$ cat src/rtl/mips_pkg.sv
// Shared opcode/funct encodings, stage state type and decode helpers for the
// memory-access/writeback stage of the multi-cycle MIPS core.
package mips_pkg;

    localparam logic [5:0] OP_RTYPE = 6'b000000;
    localparam logic [5:0] OP_LOAD  = 6'b100010;
    localparam logic [5:0] OP_STORE = 6'b101011;
    localparam logic [5:0] OP_JAL   = 6'b000011;
    localparam logic [5:0] OP_ADDI  = 6'b001000;
    localparam logic [5:0] OP_ORI   = 6'b001101;
    localparam logic [5:0] OP_XORI  = 6'b001110;
    localparam logic [5:0] OP_SLTI  = 6'b001010;
    localparam logic [5:0] OP_END   = 6'b111111;
    localparam logic [5:0] FN_JR    = 6'b001000;
    localparam logic [5:0] FN_END   = 6'b111111;

    typedef enum logic [1:0] {
        ST_IDLE   = 2'd0,
        ST_ACCESS = 2'd1,
        ST_WB     = 2'd2,
        ST_HALTED = 2'd3
    } mem_state_t;

    function automatic logic isLoad(input logic [31:0] instr);
        return (instr[31:26] == OP_LOAD);
    endfunction

    function automatic logic isStore(input logic [31:0] instr);
        return (instr[31:26] == OP_STORE);
    endfunction

    function automatic logic isJAL(input logic [31:0] instr);
        return (instr[31:26] == OP_JAL);
    endfunction

    function automatic logic isEND(input logic [31:0] instr);
        return (instr[31:26] == OP_END) && (instr[5:0] == FN_END);
    endfunction

    function automatic logic isAluImm(input logic [31:0] instr);
        logic hit;
        case (instr[31:26])
            OP_ADDI, OP_ORI, OP_XORI, OP_SLTI: hit = 1'b1;
            default:                           hit = 1'b0;
        endcase
        return hit;
    endfunction

    // Returns {we, rd}; a destination of r0 is never written.
    function automatic logic [5:0] wbDest(input logic [31:0] instr, input logic [4:0] link_reg);
        logic       we;
        logic [4:0] rd;
        we = 1'b0;
        rd = 5'd0;
        if ((instr[31:26] == OP_RTYPE) && (instr[5:0] != FN_JR)) begin
            we = 1'b1;
            rd = instr[15:11];
        end else if (isAluImm(instr) || isLoad(instr)) begin
            we = 1'b1;
            rd = instr[20:16];
        end else if (isJAL(instr)) begin
            we = 1'b1;
            rd = link_reg;
        end else begin
            we = 1'b0;
            rd = 5'd0;
        end
        if (rd == 5'd0) begin
            we = 1'b0;
        end else begin
            we = we;
        end
        return {we, rd};
    endfunction

endpackage

$ cat src/rtl/mem_access_stage_dm_handshake.sv
// Data-memory req/ack sequencer: holds the request stable until ack or until
// the ack timeout expires, and reports completion/abort to the stage FSM.
module dm_handshake
    import mips_pkg::*;
#(
    parameter int ACK_TIMEOUT = 16
) (
    input  logic        clk,
    input  logic        rst_n,
    input  logic        start,
    input  logic        is_store,
    input  logic [31:0] addr,
    input  logic [31:0] wdata,
    input  logic        dm_ack,
    input  logic [31:0] dm_data,
    output logic        dm_req,
    output logic        dm_wen,
    output logic [31:0] dm_addr,
    output logic [31:0] dm_wdata,
    output logic        done,
    output logic [31:0] rdata,
    output logic        timed_out
);

    localparam logic [7:0] CNT_LIMIT = 8'(ACK_TIMEOUT - 1);

    logic        req_q, req_d;
    logic        wen_q, wen_d;
    logic [31:0] addr_q, addr_d;
    logic [31:0] wdata_q, wdata_d;
    logic [7:0]  cnt_q, cnt_d;

    // Completion and abort are seen in the same cycle as the ack (or last wait cycle).
    always_comb begin
        done      = req_q & dm_ack;
        rdata     = dm_data;
        timed_out = req_q & ~dm_ack & (cnt_q == CNT_LIMIT);
    end

    // Request, address/data hold and wait-cycle counter next state.
    always_comb begin
        req_d   = req_q;
        wen_d   = wen_q;
        addr_d  = addr_q;
        wdata_d = wdata_q;
        cnt_d   = cnt_q;
        if (start) begin
            req_d   = 1'b1;
            wen_d   = is_store;
            addr_d  = addr;
            wdata_d = wdata;
            cnt_d   = 8'd0;
        end else if (done || timed_out) begin
            req_d = 1'b0;
            wen_d = 1'b0;
            cnt_d = 8'd0;
        end else if (req_q) begin
            cnt_d = cnt_q + 8'd1;
        end else begin
            cnt_d = cnt_q;
        end
    end

    // Handshake state registers.
    always_ff @(posedge clk or negedge rst_n) begin
        if (!rst_n) begin
            req_q   <= 1'b0;
            wen_q   <= 1'b0;
            addr_q  <= 32'd0;
            wdata_q <= 32'd0;
            cnt_q   <= 8'd0;
        end else begin
            req_q   <= req_d;
            wen_q   <= wen_d;
            addr_q  <= addr_d;
            wdata_q <= wdata_d;
            cnt_q   <= cnt_d;
        end
    end

    assign dm_req   = req_q;
    assign dm_wen   = wen_q;
    assign dm_addr  = addr_q;
    assign dm_wdata = wdata_q;

endmodule

$ cat src/rtl/mem_access_stage.sv
// Memory-access/writeback stage: accepts one executed instruction at a time,
// runs the data-memory access if needed and emits the register writeback strobe.
module mem_access_stage
    import mips_pkg::*;
#(
    parameter int         ACK_TIMEOUT = 16,
    parameter logic [4:0] LINK_REG    = 5'd31
) (
    input  logic        clk,
    input  logic        reset,
    input  logic        e_valid,
    output logic        e_ready,
    input  logic [31:0] e_instr,
    input  logic [31:0] e_result,
    input  logic [31:0] e_rt,
    output logic [31:0] addDM,
    output logic [31:0] dataOUT,
    output logic        wenDM,
    output logic        dm_req,
    input  logic        dm_ack,
    input  logic [31:0] dataDM,
    output logic        wbEnable,
    output logic [4:0]  wbRdID,
    output logic [31:0] wbData,
    output logic        misalign,
    output logic        timeout,
    output logic        halt
);

    mem_state_t  state_q, state_d;
    logic        e_ready_q, e_ready_d;
    logic        wb_enable_q, wb_enable_d;
    logic [4:0]  wb_rd_q, wb_rd_d;
    logic [31:0] wb_data_q, wb_data_d;
    logic        misalign_q, misalign_d;
    logic        timeout_q, timeout_d;
    logic        halt_q, halt_d;
    logic        pend_load_q, pend_load_d;
    logic        pend_we_q, pend_we_d;
    logic [4:0]  pend_rd_q, pend_rd_d;

    logic        accept_s;
    logic        start_s;
    logic [5:0]  dest_s;
    logic        is_mem_s;
    logic        hs_done_s;
    logic        hs_timed_out_s;
    logic [31:0] hs_rdata_s;

    dm_handshake #(
        .ACK_TIMEOUT(ACK_TIMEOUT)
    ) u_dm_handshake (
        .clk       (clk),
        .rst_n     (reset),
        .start     (start_s),
        .is_store  (isStore(e_instr)),
        .addr      (e_result),
        .wdata     (e_rt),
        .dm_ack    (dm_ack),
        .dm_data   (dataDM),
        .dm_req    (dm_req),
        .dm_wen    (wenDM),
        .dm_addr   (addDM),
        .dm_wdata  (dataOUT),
        .done      (hs_done_s),
        .rdata     (hs_rdata_s),
        .timed_out (hs_timed_out_s)
    );

    // Stage FSM next state and registered output values.
    always_comb begin
        state_d     = state_q;
        wb_enable_d = 1'b0;
        wb_rd_d     = wb_rd_q;
        wb_data_d   = wb_data_q;
        misalign_d  = 1'b0;
        timeout_d   = 1'b0;
        halt_d      = halt_q;
        pend_load_d = pend_load_q;
        pend_we_d   = pend_we_q;
        pend_rd_d   = pend_rd_q;
        start_s     = 1'b0;
        accept_s    = e_valid & e_ready_q;
        dest_s      = wbDest(e_instr, LINK_REG);
        is_mem_s    = isLoad(e_instr) | isStore(e_instr);

        case (state_q)
            ST_IDLE: begin
                if (!accept_s) begin
                    state_d = ST_IDLE;
                end else if (isEND(e_instr)) begin
                    state_d = ST_HALTED;
                    halt_d  = 1'b1;
                end else if (is_mem_s && (e_result[1:0] == 2'b00)) begin
                    start_s     = 1'b1;
                    state_d     = ST_ACCESS;
                    pend_load_d = isLoad(e_instr);
                    pend_we_d   = dest_s[5];
                    pend_rd_d   = dest_s[4:0];
                end else if (is_mem_s) begin
                    misalign_d = 1'b1;
                    state_d    = ST_IDLE;
                end else begin
                    state_d     = ST_WB;
                    wb_enable_d = dest_s[5];
                    if (dest_s[5]) begin
                        wb_rd_d   = dest_s[4:0];
                        wb_data_d = e_result;
                    end else begin
                        wb_rd_d   = wb_rd_q;
                        wb_data_d = wb_data_q;
                    end
                end
            end
            ST_ACCESS: begin
                if (hs_done_s && pend_load_q) begin
                    state_d     = ST_WB;
                    wb_enable_d = pend_we_q;
                    if (pend_we_q) begin
                        wb_rd_d   = pend_rd_q;
                        wb_data_d = hs_rdata_s;
                    end else begin
                        wb_rd_d   = wb_rd_q;
                        wb_data_d = wb_data_q;
                    end
                end else if (hs_done_s) begin
                    state_d = ST_IDLE;
                end else if (hs_timed_out_s) begin
                    timeout_d = 1'b1;
                    state_d   = ST_IDLE;
                end else begin
                    state_d = ST_ACCESS;
                end
            end
            ST_WB: begin
                state_d = ST_IDLE;
            end
            ST_HALTED: begin
                state_d = ST_HALTED;
            end
            default: begin
                state_d = ST_IDLE;
            end
        endcase

        e_ready_d = (state_d == ST_IDLE);
    end

    // Stage state and registered outputs; reset aborts everything at once.
    always_ff @(posedge clk or negedge reset) begin
        if (!reset) begin
            state_q     <= ST_IDLE;
            e_ready_q   <= 1'b1;
            wb_enable_q <= 1'b0;
            wb_rd_q     <= 5'd0;
            wb_data_q   <= 32'd0;
            misalign_q  <= 1'b0;
            timeout_q   <= 1'b0;
            halt_q      <= 1'b0;
            pend_load_q <= 1'b0;
            pend_we_q   <= 1'b0;
            pend_rd_q   <= 5'd0;
        end else begin
            state_q     <= state_d;
            e_ready_q   <= e_ready_d;
            wb_enable_q <= wb_enable_d;
            wb_rd_q     <= wb_rd_d;
            wb_data_q   <= wb_data_d;
            misalign_q  <= misalign_d;
            timeout_q   <= timeout_d;
            halt_q      <= halt_d;
            pend_load_q <= pend_load_d;
            pend_we_q   <= pend_we_d;
            pend_rd_q   <= pend_rd_d;
        end
    end

    assign e_ready  = e_ready_q;
    assign wbEnable = wb_enable_q;
    assign wbRdID   = wb_rd_q;
    assign wbData   = wb_data_q;
    assign misalign = misalign_q;
    assign timeout  = timeout_q;
    assign halt     = halt_q;

endmodule

$ cat config.mk
export PLATFORM = sky130hd
export DESIGN_NAME = mem_access_stage
export DESIGN_NICKNAME = d
export VERILOG_FILES = /design/src/rtl/mips_pkg.sv /design/src/rtl/mem_access_stage_dm_handshake.sv /design/src/rtl/mem_access_stage.sv
export SDC_FILE = /design/constraint.sdc
export NUM_CORES = 1
export LEC_CHECK = 0
export CAP_MARGIN = 25
export CORE_UTILIZATION = 46
export CTS_CLUSTER_DIAMETER = 120
export CTS_CLUSTER_SIZE = 16
export DETAILED_ROUTE_END_ITERATION = 12
export GPL_TIMING_DRIVEN = 0
export PLACE_DENSITY = 0.9
export REMOVE_ABC_BUFFERS = 1
export SYNTH_ARGS = -nofsm -noshare
export SYNTH_HDL_FRONTEND = slang
export SYNTH_SLANG_ARGS = --single-unit
$ cat constraint.sdc
create_clock -name clk -period 3.4 [get_ports clk]
set_clock_uncertainty 0.15 [all_clocks]
set_input_delay 1.02 -clock clk [delete_from_list [all_inputs] [get_ports clk]]
set_output_delay 1.02 -clock clk [all_outputs]
set_load 0.02 [all_outputs]
==> run summary <==
Final Max Tran Viols: 0
Worst path arrival time: 3.49 ns
Syn_area_per_cell: 9.22 µm²
Setup TNS: 0 ns
Avg WL per Cell: 15.8 µm
Max_slew headroom: 41.7%
Max cap viols: 0
Placement Cell Area: 0.00815 mm²
Initial antenna violation count: 0
Vias per inst: 5.12
Vias: 5,153
Worst VDD drop: 0.328 mV
Core ar.: 0.0120 mm²
Post-Synthesis Cells: 613
Setup ws final: 0.0580 ns
Number of diodes: 0
Final Hold Viols: 0
Mapped cell area: 0.00565 mm²
Yosys Warn Count: 0
Period utilization: 98.3%
Clock transition at the registers of the reported paths: 0.05 ns
CP Launch Type: primary input
P per Cell Area: 627 mW/mm²
DRT Pass-1 Iters: 6
FP Rows: 40
Clock root buffer master: clkbuf_16
Synth unique cells: 45
Achievable frequency: 0.299 GHz
Clock buffer depth: 2
# IOs: 240
Minimum clock period: 3.34 ns
Post-synth EDFFs: 0
Crit Path Max Fanout: 13
Worst slew pin tran: 0.874 ns
Fin cells: 1,007
FF+latch count, synth: 125
Pre-CTS setup slack: -0.908 ns
CTS tree: done
P&R area growth vs syn: 57.2%
Vias in the first global route: 5,039
Run status: complete, no violations
Setup-failing EPs final: 0
Antenna Nets Post-Route: 0
First-pass GRT wire length: 24.9 mm
Die extent in y: 113 µm
CTS sink cnt: 125
Worst Path Required: 3.55 ns
Initial detailed-routing violation count: 295
Crit. End Element: flop
Port bufs: 229
Final Util: 74.0%
Share of flip-flops with an asynchronous set or reset: 100%
Seq/Total Area, Yosys: 55.4%
Leak: 0.00436 µW
Grt ovf: 0
Die width: 113 µm
Drt drc: 0
Crit Path Category: primary input to flop
Placed Cells: 966
CTS buffer count: 17
Initial Utilization: 47.0%
NumNets Final: 981
GRT Overall Usage: 25.4%
HPWL Detailed: 10.8 mm
Fin area: 0.00888 mm²
H-tree levels: 4
Largest net degree at the start of global routing: 82
Share of cells above drive strength 1: 12.1%
Total wire length: 15.9 mm
Dominant synthesized flop cell: dfrtp_1
Die area: 0.0127 mm²
Clk Latency, worst-skew pair: 0.41 ns
Gp weighted congestion: 0.802
Worst hold path type: flop to flop
==> critical path, stage by stage <==
cell and delay (ns):
clkdlybuf4s50_1 0.61, nand2_2 0.14, or4_4 0.56, nand3b_1 0.20, a211oi_2 0.08, nor3_4 0.23, buf_6 0.15, buf_16 0.15
mux2_2 0.34
==> metrics by stage <==
stage	hold slack (ns)	power (µW)
2_1_floorplan	0.286	2890
3_3_place_gp	0.301	3740
3_5_place_dp	0.311	3820
4_1_cts	0.324	5590
5_1_grt	0.341	5810
6_report	0.320	5570
==> final cells by class <==
cell class / count / area, µm²
clock inverter: 7 / 87.6
tap: 147 / 184
sequential: 125 / 3130
fill: 793 / 3130
timing repair buffer: 248 / 2550
inverter: 5 / 18.8
clock buffer: 24 / 482
multi-input combinational: 451 / 2430
==> routing by layer <==
layer / vias up / global-route usage, % / part of all wire, %
met5: - / 0 / 0
li1: 2450 / - / -
met4: 0 / 9.69 / 2.4
met2: 209 / 44.9 / 51
met1: 2459 / 29.1 / 40
met3: 35 / 7.50 / 6.8
==> cell families (layout without fill, tap and decap cells) <==
logic type               Yosys count  in the layout  share of synthesized area (%)
AND/OR/NAND/NOR                  371            371                           26.9
flip-flops                       125            125                           55.4
multiplexers                      38             38                           8.81
buffers and inverters             37            284                           3.37
AO/OA/AOI/OAI                     33             33                           4.07
XOR/XNOR                           8              8                           1.24
adder cells (fa/ha/maj)            1              1                          0.221
==> Yosys cell counts, types with 4 or more instances <==
| master | number | share of area (%) |
|---|---|---|
| nand2_1 | 305 | 20 |
| mux2_4 | 19 | 5.0 |
| dfrtp_1 | 124 | 55 |
| nor4_1 | 4 | 0.44 |
| clkbuf_1 | 22 | 1.5 |
| nand3_1 | 7 | 0.62 |
| xor2_1 | 5 | 0.77 |
| o21ai_0 | 8 | 0.71 |
| and3_1 | 4 | 0.44 |
| inv_1 | 5 | 0.33 |
| nor2_1 | 23 | 1.5 |
| o31ai_1 | 5 | 0.66 |
| a21oi_1 | 6 | 0.53 |
| mux2_2 | 18 | 3.6 |
| nor3_1 | 6 | 0.53 |
==> power breakdown <==
part	switching (µW)	leakage [µW]	total, µW	internal, µW
Sequential	205	0.00166	2030	1820
Clock	620	0.000280	1750	1130
Combinational	841	0.00242	1800	958
==> cell usage in the layout, fill, tap and decap left out, types with 3 or more instances in the layout <==
master	count
o21ai_0	8
xnor2_1	3
a31oi_1	3
and3_1	4
clkinv_2	4
clkbuf_16	17
buf_6	6
clkbuf_8	3
a21oi_1	6
nand3_1	7
nor3_1	6
mux2_4	19
buf_4	8
dlymetal6s2s_1	4
nand4_1	3
buf_16	3
nand2_1	302
xor2_1	5
or3_1	3
clkbuf_1	4
clkdlybuf4s50_1	224
nor4_4	4
nor2_1	23
mux2_2	18
o31ai_1	5
inv_1	5
dfrtp_1	124
==> path summary, 6_finish.rpt <==
check                                            startpoint                           to  slack, ns  cells past startpoint
max in group asynchronous                             reset      u_dm_handshake.cnt_q[4]       1.93                      2
worst max register to register                   state_q[1]                   wbData[22]       1.14                      8
min in group asynchronous                             reset   u_dm_handshake.dm_wdata[1]       0.46                      1
worst min register to register  u_dm_handshake.dm_wdata[29]  u_dm_handshake.dm_wdata[29]       0.32                      2
worst min-delay path            u_dm_handshake.dm_wdata[29]  u_dm_handshake.dm_wdata[29]       0.32                      2
worst max-delay path                            e_instr[27]                    wbData[2]       0.06                      9
==> state kept, by name (all words and copies together), names as in the netlist, 2 cells and up <==
signal                   flops
pend_rd_q                    5
wbData                      32
u_dm_handshake.dm_wdata     32
wbRdID                       5
state_q                      2
u_dm_handshake.dm_addr      32
u_dm_handshake.cnt_q         8
==> timing repair <==
| action | 4_1_cts | 5_1_grt |
|---|---|---|
| setup buffers | 6 | 4 |
| pin swaps | 2 | 6 |
| gates resized for setup | 5 | 14 |
| hold buffers | 0 | 0 |
| endpoints found under the setup margin | 61 | 54 |
(Power assumes the default switching activity.)
